**config.mk**
```make
export PLATFORM = sky130hd
export DESIGN_NAME = module_disp_reader_flat
export DESIGN_NICKNAME = d
export VERILOG_FILES = /design/src/rtl/disp_pkg.sv /design/src/rtl/module_disp_reader_if.sv /design/src/rtl/seg_glyph_decode.sv /design/src/rtl/module_disp_reader.sv /design/src/flat_wrapper.sv
export SDC_FILE = /design/constraint.sdc
export NUM_CORES = 1
export LEC_CHECK = 0
export CAP_MARGIN = 10
export CELL_PAD_IN_SITES_DETAIL_PLACEMENT = 0
export CELL_PAD_IN_SITES_GLOBAL_PLACEMENT = 2
export CORE_UTILIZATION = 35
export CTS_BUF_LIST = sky130_fd_sc_hd__clkbuf_4
export CTS_CLUSTER_SIZE = 40
export DETAILED_ROUTE_END_ITERATION = 12
export PLACE_DENSITY = 0.79
export SLEW_MARGIN = 20
export SYNTH_ARGS = -nofsm -noshare
export SYNTH_HDL_FRONTEND = slang
export SYNTH_HIERARCHICAL = 1
export SYNTH_SLANG_ARGS = --single-unit
```
**constraint.sdc**
```tcl
create_clock -name clk -period 4.6 [get_ports clk]
set_input_delay 0.46 -clock clk [delete_from_list [all_inputs] [get_ports clk]]
set_output_delay 0.46 -clock clk [all_outputs]
set_load 0.01 [all_outputs]
```
**src/rtl/disp_pkg.sv**
```systemverilog
// Shared constants for the 7-segment readback path: glyph table (lit-high, A..G
// order), the blank pattern and the reader FSM states.
package disp_pkg;

    localparam logic [6:0] GLYPH_0 = 7'h7E;
    localparam logic [6:0] GLYPH_1 = 7'h30;
    localparam logic [6:0] GLYPH_2 = 7'h6D;
    localparam logic [6:0] GLYPH_3 = 7'h79;
    localparam logic [6:0] GLYPH_4 = 7'h33;
    localparam logic [6:0] GLYPH_5 = 7'h5B;
    localparam logic [6:0] GLYPH_6 = 7'h5F;
    localparam logic [6:0] GLYPH_7 = 7'h70;
    localparam logic [6:0] GLYPH_8 = 7'h7F;
    localparam logic [6:0] GLYPH_9 = 7'h7B;
    localparam logic [6:0] GLYPH_A = 7'h77;
    localparam logic [6:0] GLYPH_B = 7'h1F;
    localparam logic [6:0] GLYPH_C = 7'h4E;
    localparam logic [6:0] GLYPH_D = 7'h3D;
    localparam logic [6:0] GLYPH_E = 7'h4F;
    localparam logic [6:0] GLYPH_F = 7'h47;

    localparam logic [6:0] BLANK_GLYPH = 7'h00;

    // Raw {seg_n, dp_n} word for a fully dark display (active-low lines).
    localparam logic [7:0] DARK_SAMPLE = 8'hFF;

    typedef enum logic {
        SETTLE = 1'b0,
        HOLD   = 1'b1
    } rd_state_e;

    function automatic logic [6:0] glyph(input logic [3:0] d);
        case (d)
            4'h0:    glyph = GLYPH_0;
            4'h1:    glyph = GLYPH_1;
            4'h2:    glyph = GLYPH_2;
            4'h3:    glyph = GLYPH_3;
            4'h4:    glyph = GLYPH_4;
            4'h5:    glyph = GLYPH_5;
            4'h6:    glyph = GLYPH_6;
            4'h7:    glyph = GLYPH_7;
            4'h8:    glyph = GLYPH_8;
            4'h9:    glyph = GLYPH_9;
            4'hA:    glyph = GLYPH_A;
            4'hB:    glyph = GLYPH_B;
            4'hC:    glyph = GLYPH_C;
            4'hD:    glyph = GLYPH_D;
            4'hE:    glyph = GLYPH_E;
            default: glyph = GLYPH_F;
        endcase
    endfunction

endpackage

```
**src/rtl/module_disp_reader_if.sv**
```systemverilog
// Segment-line inputs and decoded-report handshake of the display reader.
// The reader itself uses the slave modport; the consumer/stimulus side uses master.
interface module_disp_reader_if;
    logic [6:0] seg_n;
    logic       dp_n;
    logic [4:0] code_out;
    logic       code_valid;
    logic       code_ack;
    logic       pat_err;
    logic       blank;
    logic       overrun;

    modport master (
        output seg_n, dp_n, code_ack,
        input  code_out, code_valid, pat_err, blank, overrun
    );

    modport slave (
        input  seg_n, dp_n, code_ack,
        output code_out, code_valid, pat_err, blank, overrun
    );
endinterface

```
**src/rtl/seg_glyph_decode.sv**
```systemverilog
// Combinational lookup of a lit-high 7-segment pattern (A..G) into a hex digit,
// with separate match and all-dark indications.
module seg_glyph_decode
    import disp_pkg::*;
(
    input  logic [6:0] lit,
    output logic       match,
    output logic       blank,
    output logic [3:0] digit
);

    logic [15:0] hit;

    genvar gi;
    generate
        for (gi = 0; gi < 16; gi++) begin : g_hit
            assign hit[gi] = (lit == glyph(4'(gi)));
        end
    endgenerate

    // Glyphs are distinct, so at most one hit bit is ever set.
    always_comb begin
        digit = 4'h0;
        for (int i = 0; i < 16; i++) begin
            if (hit[i]) begin
                digit = 4'(i);
            end
        end
    end

    assign match = |hit;
    assign blank = (lit == BLANK_GLYPH);

endmodule

```
**src/rtl/module_disp_reader.sv**
```systemverilog
// Watches the active-low segment lines, waits for a stable pattern and reports
// the decoded display code through a valid/ack handshake.
module module_disp_reader
    import disp_pkg::*;
#(
    parameter int STABLE_CYCLES = 4
) (
    input  logic                 clk,
    input  logic                 rst,
    module_disp_reader_if.slave  bus
);

    localparam logic [7:0] STABLE_CNT = 8'(STABLE_CYCLES);

    logic [7:0] smp_q, smp_d;
    logic [7:0] cnt_q, cnt_d;
    logic [7:0] last_rep_q, last_rep_d;
    rd_state_e  state_q, state_d;
    logic [4:0] code_q, code_d;
    logic       valid_q, valid_d;
    logic       pat_err_q, pat_err_d;
    logic       blank_q, blank_d;
    logic       overrun_q, overrun_d;

    logic [7:0] in_word;
    logic       in_chg;
    logic       settled;
    logic       load;

    logic       dec_match;
    logic       dec_blank;
    logic [3:0] dec_digit;

    // The sample register holds active-low lines; the decoder wants lit-high.
    seg_glyph_decode u_decode (
        .lit   (~smp_q[7:1]),
        .match (dec_match),
        .blank (dec_blank),
        .digit (dec_digit)
    );

    always_comb begin
        in_word = {bus.seg_n, bus.dp_n};
        in_chg  = (in_word != smp_q);
        smp_d   = in_word;

        if (in_chg) begin
            cnt_d = 8'd0;
        end else if (cnt_q == STABLE_CNT) begin
            cnt_d = cnt_q;
        end else begin
            cnt_d = cnt_q + 8'd1;
        end

        // A change on the settling edge wins: the held pattern still reports,
        // but the FSM keeps settling on the newly sampled one.
        settled = (state_q == SETTLE) && (cnt_q == STABLE_CNT);
        state_d = state_q;
        case (state_q)
            SETTLE: if (settled && !in_chg) state_d = HOLD;
            HOLD:   if (in_chg)             state_d = SETTLE;
            default:                        state_d = SETTLE;
        endcase

        load       = settled && (smp_q != last_rep_q);
        last_rep_d = settled ? smp_q : last_rep_q;

        code_d    = code_q;
        pat_err_d = pat_err_q;
        blank_d   = blank_q;
        valid_d   = valid_q;
        overrun_d = overrun_q;
        if (load) begin
            code_d    = {~smp_q[0], dec_match ? dec_digit : 4'h0};
            pat_err_d = !dec_match && !dec_blank;
            blank_d   = dec_blank;
            valid_d   = 1'b1;
            if (valid_q && !bus.code_ack) begin
                overrun_d = 1'b1;
            end
        end else if (bus.code_ack && valid_q) begin
            valid_d   = 1'b0;
            overrun_d = 1'b0;
        end
    end

    always_ff @(posedge clk) begin
        if (rst) begin
            smp_q      <= DARK_SAMPLE;
            cnt_q      <= 8'd0;
            last_rep_q <= DARK_SAMPLE;
            state_q    <= SETTLE;
            code_q     <= 5'd0;
            valid_q    <= 1'b0;
            pat_err_q  <= 1'b0;
            blank_q    <= 1'b0;
            overrun_q  <= 1'b0;
        end else begin
            smp_q      <= smp_d;
            cnt_q      <= cnt_d;
            last_rep_q <= last_rep_d;
            state_q    <= state_d;
            code_q     <= code_d;
            valid_q    <= valid_d;
            pat_err_q  <= pat_err_d;
            blank_q    <= blank_d;
            overrun_q  <= overrun_d;
        end
    end

    assign bus.code_out   = code_q;
    assign bus.code_valid = valid_q;
    assign bus.pat_err    = pat_err_q;
    assign bus.blank      = blank_q;
    assign bus.overrun    = overrun_q;

endmodule

```
**src/flat_wrapper.sv**
```systemverilog
// flat-port wrapper written by rule: the top's interface ports become plain ports
module module_disp_reader_flat import disp_pkg::*;
#(
    parameter int STABLE_CYCLES = 4
)
  (clk, rst, bus_seg_n, bus_dp_n, bus_code_ack, bus_code_out, bus_code_valid, bus_pat_err, bus_blank, bus_overrun);
  module_disp_reader_if bus_i ();
  input  logic clk;
  input  logic rst;
  input wire logic [$bits(bus_i.seg_n)-1:0] bus_seg_n;
  input wire logic [$bits(bus_i.dp_n)-1:0] bus_dp_n;
  input wire logic [$bits(bus_i.code_ack)-1:0] bus_code_ack;
  output wire logic [$bits(bus_i.code_out)-1:0] bus_code_out;
  output wire logic [$bits(bus_i.code_valid)-1:0] bus_code_valid;
  output wire logic [$bits(bus_i.pat_err)-1:0] bus_pat_err;
  output wire logic [$bits(bus_i.blank)-1:0] bus_blank;
  output wire logic [$bits(bus_i.overrun)-1:0] bus_overrun;
  assign bus_i.seg_n = bus_seg_n;
  assign bus_i.dp_n = bus_dp_n;
  assign bus_i.code_ack = bus_code_ack;
  assign bus_code_out = bus_i.code_out;
  assign bus_code_valid = bus_i.code_valid;
  assign bus_pat_err = bus_i.pat_err;
  assign bus_blank = bus_i.blank;
  assign bus_overrun = bus_i.overrun;
  module_disp_reader #(.STABLE_CYCLES(STABLE_CYCLES)) u_core (.clk(clk), .rst(rst), .bus(bus_i));
endmodule
```
==> results.md, run 1 <==
* Post-synthesis register bit count at 34
* Share of cells above drive strength 1 at 11.9%
* Library cells used by synthesis at 52
* RSZ-0062 raised after global routing: false
* Clock root buffer: clkbuf_4
* Peak Freq at 436 MHz
* Min Tclk post-route at 2300 ps
* Post-synth net total at 225
* Max-cap viol count at 0
* Port Buf Inserts at 19
* Worst hold path depth at 2
* Net load switching power at 0.132 mW
* Crit path max-delay family: simple AND/OR/NAND/NOR gates
* Initial core utilization at 37.2%
* Simple-Gate Fraction of Synth Area at 28.3%
* Hpwl dp at 2.55 mm
* Fin crit share at 49.9%
* XOR/XNOR Fraction of Synth Area at 10.8%
* CP Capture Type: register
* Final core area utilization at 41.7%
* Critical Path RT at 4830 ps
* Power Dens Cells at 239 nW/um^2
* Clock tree buffer depth at 2
* Largest net degree at the start of global routing at 36
* Run status: finished, final reports clean
* Gate power share at 10.6%
* Slowest CP cell: nor3_4
* Min-Delay Path Class: register to register
* Critical Path Fanout Max at 18
* Core area at 5200 um^2
* Worst slew pin tran at 575 ps
* Via Count at 1457
* Antenna Cells at 0
* # resized after CTS at 0
* FP Rows at 26
* Compound-Gate Fraction of Synth Area at 13.2%
* CP peak stage delay at 520 ps
* Number of post-CTS setup repair buffers at 0
* Setup TNS at 0 ps
* Slew HR at 61.6%
* GP Congestion at 0.747
* Worst-path clk slew at 100 ps
* Synth Warn # at 6
* Worst setup SP type: register
* Final slew viol count at 0
* GR Util All Layers at 13.6%
* Pleak at 0.778 nW
* Post-route ant nets at 0
* Pwr Total at 0.519 mW
* Share of synthesized registers carrying an async set or reset at 0%
* Finished Cell Area at 2170 um^2
* Clock share of power at 30.9%
* Number of nets in the layout at 238
* Internal power at 0.387 mW
* DRT iter0 DRCs at 71
* CTS Buf Count at 5
* Maximum vdd drop at 0.163 mV
* Average vias per placed instance at 4.92
* # H-tree levels at 2
* Bufs and invs on worst path at 0
* Critical Path, Cell by Cell: or3b_1, nor3_4, o21a_1, mux2_2
* CTS tree: yes
* Clk_lat worst skew at 340 ps
* Final Hold Viols at 0
* Synth Area in Adders at 1.29%
* DRC viols at 0
* Clock Skews at 9.70 ps
* Antenna violations before repair at 0
* IO Pins at 20
* WP data arrival at 2530 ps
* Multiplexer area fraction after synthesis at 4.26%
* WP depth at 4
* Post-synthesis sequential area ratio at 35.1%
* Avg Cell Area, Syn at 9.14 um^2
* Largest family of logic cells by synthesized area: simple AND/OR/NAND/NOR gates
* Gr ovfl total at 0
* Crit path kind: register to register
* Post-Route WL at 3.61 mm
* Post-DP Area at 2120 um^2
* TritonRoute pass-1 iters at 4
* Worst reg2reg path depth at 4
* Post-Syn Area at 1940 um^2
* DIE HEIGHT at 76.4 um
* Final setup fails at 0
* Vias in the first global route at 1360
* Die W at 76.4 um
* Register share of total power at 58.5%
* Sw frac at 25.4%
* Die Area at 5840 um^2
* Ys flop type: dfxtp_1
* Drt wl/cell at 12.2 um
* Area growth from synthesis to layout at 12.0%
* EDFF count, synth at 0
* Clk sinks at 34
* Synth Instances at 212
* First-pass GRT wire length at 6.24 mm
* Post-CTS Hold Fix Bufs at 0
* Hold WS at 460 ps
[stage by stage]
step,instances,worst slack [ps]
2_1_floorplan,212,2680
3_3_place_gp,288,2320
3_5_place_dp,288,2300
4_1_cts,296,2280
5_1_grt,296,2140
6_report,296,2300
[cells in the final DEF (no fill, tap or decap), drive strengths merged, types with 4 or more instances in the layout]
cell / count
nand4: 4
nor2: 10
xor2: 14
and2b: 4
inv: 11
nor2b: 9
mux2i: 6
o21ai: 6
nand3: 6
nand2b: 11
dfxtp: 34
a211o: 9
clkdlybuf4s50: 18
xnor2: 10
clkbuf: 6
or3b: 4
nand2: 5
or2: 8
and3: 4
nand3b: 7
[cells in the mapped netlist, drive strengths merged, types with 6 or more instances]
library cell | number | share of area (%)
or2 | 8 | 2.6
nand3 | 6 | 1.5
inv | 11 | 2.1
nor2b | 9 | 2.9
xnor2 | 10 | 4.5
a211o | 9 | 4.1
xor2 | 14 | 6.3
mux2i | 6 | 3.1
nand2b | 11 | 3.6
nor2 | 10 | 1.9
dfxtp | 34 | 35
o21ai | 6 | 1.5
nand3b | 7 | 2.7
buf | 8 | 3.7
[per-layer routing]
metal  vias up  global-route usage (%)  part of all wire, %
met1       664                    16.8                   49
met5         -                       0                    0
met3         8                    4.19                  3.7
met4         0                    8.08                  2.9
met2        21                    20.5                   44
li1        764                       -                    -
[layout make-up]
type	instances	area, um^2
clock buffer	6	45.0
clock inverter	2	8.76
fill	543	3030
inverter	11	41.3
multi-input combinational	154	1120
sequential	34	681
tap	70	87.6
timing repair buffer	19	185
[worst paths after layout]
| path | from | end | slack, ps |
|---|---|---|---|
| setup / recovery | u_core/cnt_q[2] | u_core/bus.pat_err | 2300 |
| hold / removal | u_core/state_q | u_core/state_q | 460 |
| setup reg to reg | u_core/cnt_q[2] | u_core/bus.pat_err | 2300 |
| hold reg to reg | u_core/state_q | u_core/state_q | 460 |
[tightest hold or removal path, cell delays in order (launching register included)]
cell,delay (ps)
dfxtp_1,320
inv_1,50
a21oi_1,50
[kinds of logic (layout without fill, tap and decap cells)]
logic type                 after synthesis  after routing
DFF                                     34             34
muxes                                    8              8
and+or+nand+nor                         86             86
AOI/OAI and AO/OA                       34             34
adders and majority gates                2              2
buffers and inverters                   24             38
xor gates and xnor gates                24             24
[power by group through the flow]
stage          combinational, mW  clock (mW)  sequential [mW]
2_1_floorplan             0.0423           0            0.309
3_3_place_gp              0.0563           0            0.310
4_1_cts                   0.0559       0.170            0.304
3_5_place_dp              0.0557           0            0.310
6_report                  0.0550       0.160            0.303
5_1_grt                   0.0615       0.185            0.304
[flip-flops by register name, summed over array words and instances, names as in the netlist]
| signal | flops |
|---|---|
| u_core/bus.code_valid | 1 |
| u_core/smp_q | 8 |
| u_core/last_rep_q | 8 |
| u_core/cnt_q | 8 |
| u_core/bus.code_out | 5 |
| u_core/bus.pat_err | 1 |
| u_core/bus.overrun | 1 |
| u_core/bus.blank | 1 |
| u_core/state_q | 1 |
(Power assumes the default switching activity.)
==> inputs of run 2 (changes only) <==
==> constraint.sdc (replaced) <==
create_clock -name clk -period 2.2 [get_ports clk]
set_input_delay 0.22 -clock clk [delete_from_list [all_inputs] [get_ports clk]]
set_output_delay 0.22 -clock clk [all_outputs]
set_load 0.01 [all_outputs]
==> run 2 against run 1 <==
- global-route usage is 0.69 points higher
- sequential power is 110% higher
- clock skew decreased by 1.5 ps
- critical path depth up 3
- sequential share of layout area fell by 1.7 points
- first-iteration DRC count is 9.9% higher
- maximum frequency increased by 14%
- combinational power rose to 2.5 times the previous value
- clock-buffer cell count down 1
- die area unchanged
- clock power is 110% higher
- critical path type unchanged
- largest power group unchanged
==> results.md, run 2 (synthesis results as in run 1) <==
* Port Buf Inserts at 19 (unchanged)
* RSZ-0062 raised after global routing: false
* FP Rows at 26 (unchanged)
* Area growth from synthesis to layout at 18.7%
* Fin crit share at 91.2% (+41 points)
* Critical Path Fanout Max at 9 (-9)
* Critical Path RT at 2430 ps (-2400 ps)
* GP Congestion at 0.780 (+4.5%)
* Regs by FF count: u_core/cnt_q x8, u_core/last_rep_q x8, u_core/smp_q x8
* CP Capture Type: register
* Clock tree buffer depth at 2 (unchanged)
* Pleak at 0.846 nW (+8.8%)
* Vias in the first global route at 1432 (+5.3%)
* Via Count at 1545 (+6.0%)
* Slew HR at 69.8% (+8.2 points)
* Setup TNS at 0 ps (unchanged)
* Post-DP Area at 2230 um^2 (+5.0%)
* Maximum vdd drop at 0.355 mV (+120%)
* DRC viols at 0 (unchanged)
* Drt wl/cell at 12.3 um (+0.65%)
* Largest net degree at the start of global routing at 18 (-50%)
* Min-Delay Path Class: register to register
* Hpwl dp at 2.81 mm (+10%)
* Worst-path clk slew at 110 ps (about the same)
* Antenna Cells at 0 (unchanged)
* CTS Buf Count at 5 (unchanged)
* Commonest non-fill, non-tap cell in the layout: dfxtp_1
* Peak Freq at 499 MHz (+14%)
* Run status: finished, final reports clean
* Fin worst setup slack at 194 ps (-2110 ps)
* Core area at 5200 um^2 (unchanged)
* Die Area at 5840 um^2 (unchanged)
* CTS tree: yes
* WP data arrival at 2240 ps (-290 ps)
* DRT iter0 DRCs at 78 (+9.9%)
* Initial core utilization at 37.2% (unchanged)
* Crit path kind: register to register
* Max-cap viol count at 0 (unchanged)
* Final core area utilization at 44.2% (+2.5 points)
* Post-Route WL at 3.83 mm (+6.1%)
* Clk_lat worst skew at 340 ps (about the same)
* Power Dens Cells at 484 nW/um^2 (+100%)
* Finished Cell Area at 2300 um^2 (+6.0%)
* TritonRoute pass-1 iters at 4 (unchanged)
* Clk sinks at 34 (unchanged)
* Final slew viol count at 0 (unchanged)
* Number of nets in the layout at 254 (+6.7%)
* Dpl ws at 167 ps (-2130 ps)
* First-pass GRT wire length at 6.68 mm (+7.1%)
* Worst setup SP type: register
* Clock Skews at 8.17 ps (-1.53 ps)
* Average vias per placed instance at 4.95 (+0.60%)
* Post-route ant nets at 0 (unchanged)
* Final setup fails at 0 (unchanged)
* IO Pins at 20 (unchanged)
* Most frequent cells in the layout: dfxtp_1, clkdlybuf4s50_1, buf_4
* Share of cells above drive strength 1 at 18.2% (+6.2 points)
* Min Tclk post-route at 2010 ps (-289 ps)
* Antenna violations before repair at 0 (unchanged)
* Worst slew pin tran at 452 ps (-122 ps)
* Hold WS at 453 ps (-6.64 ps)
* # H-tree levels at 2 (unchanged)
* Die W at 76.4 um (unchanged)
* Final Hold Viols at 0 (unchanged)
* Gr ovfl total at 0 (unchanged)
* GR Util All Layers at 14.3% (+0.69 points)
* DIE HEIGHT at 76.4 um (unchanged)
* Clock root buffer: clkbuf_4
[run 2: cell count changes in the layout (fill, tap and decap cells not counted)]
| cell | delta |
|---|---|
| buf_2 | -1 |
| buf_4 | +16 |
| clkbuf_4 | -1 |
| clkdlybuf4s50_1 | +1 |
| clkinvlp_4 | +2 |
| dfxtp_1 | -1 |
| dfxtp_2 | +1 |
| inv_1 | -1 |
[run 2: power breakdown]
| part | leakage (nW) | switching (mW) | total (mW) | internal (mW) |
|---|---|---|---|---|
| combinational | 0.542 | 0.0673 | 0.138 | 0.0711 |
| clock | 0.0286 | 0.223 | 0.342 | 0.119 |
| sequential | 0.276 | 0.00958 | 0.633 | 0.623 |
| total | 0.846 | 0.300 | 1.11 | 0.813 |
[run 2: layout make-up]
cell class,count,area (um^2)
Clock buffer,5,37.5
Clock inverter,3,16.3
Fill cell,566,2900
Inverter,11,45.0
Multi-Input combinational cell,154,1120
Sequential cell,34,682
Tap cell,70,87.6
Timing Repair Buffer,35,310
[run 2: metal layers]
metal	routed length [um]	part of all wire, %	global-route usage (%)
met1	1870	49	18.3
met2	1760	46	23.5
met3	159	4.1	3.35
met4	44	1.1	4.62
met5	0	0	0
[run 2: repair_timing]
item,in CTS,in global routing
endpoints found under the hold margin,0,0
hold buffers,0,0
resized for setup,0,2
buffers inserted,0,2
endpoints found under the setup margin,0,2
[run 2: final timing paths]
path	slack, ps	start	cells past startpoint	to
setup / recovery	190	u_core/smp_q[4]	7	u_core/bus.pat_err
setup reg to reg	190	u_core/smp_q[4]	7	u_core/bus.pat_err
hold reg to reg	450	u_core/state_q	2	u_core/state_q
hold / removal	450	u_core/state_q	2	u_core/state_q
[run 2: critical path: stages, from the launching register on]
cell        delay (ps)
dfxtp_2            410
clkinvlp_4         180
or4_4              560
a211oi_2           220
a41oi_1             70
nand3b_1           130
nor3_1              60
mux2_2             270
[run 2: stage by stage]
stage	cells	power (mW)
final	312	1.11
after global routing	312	1.18
after CTS	310	1.13
after detailed placement	302	0.782
after global placement	302	0.784
after floorplan	212	0.734
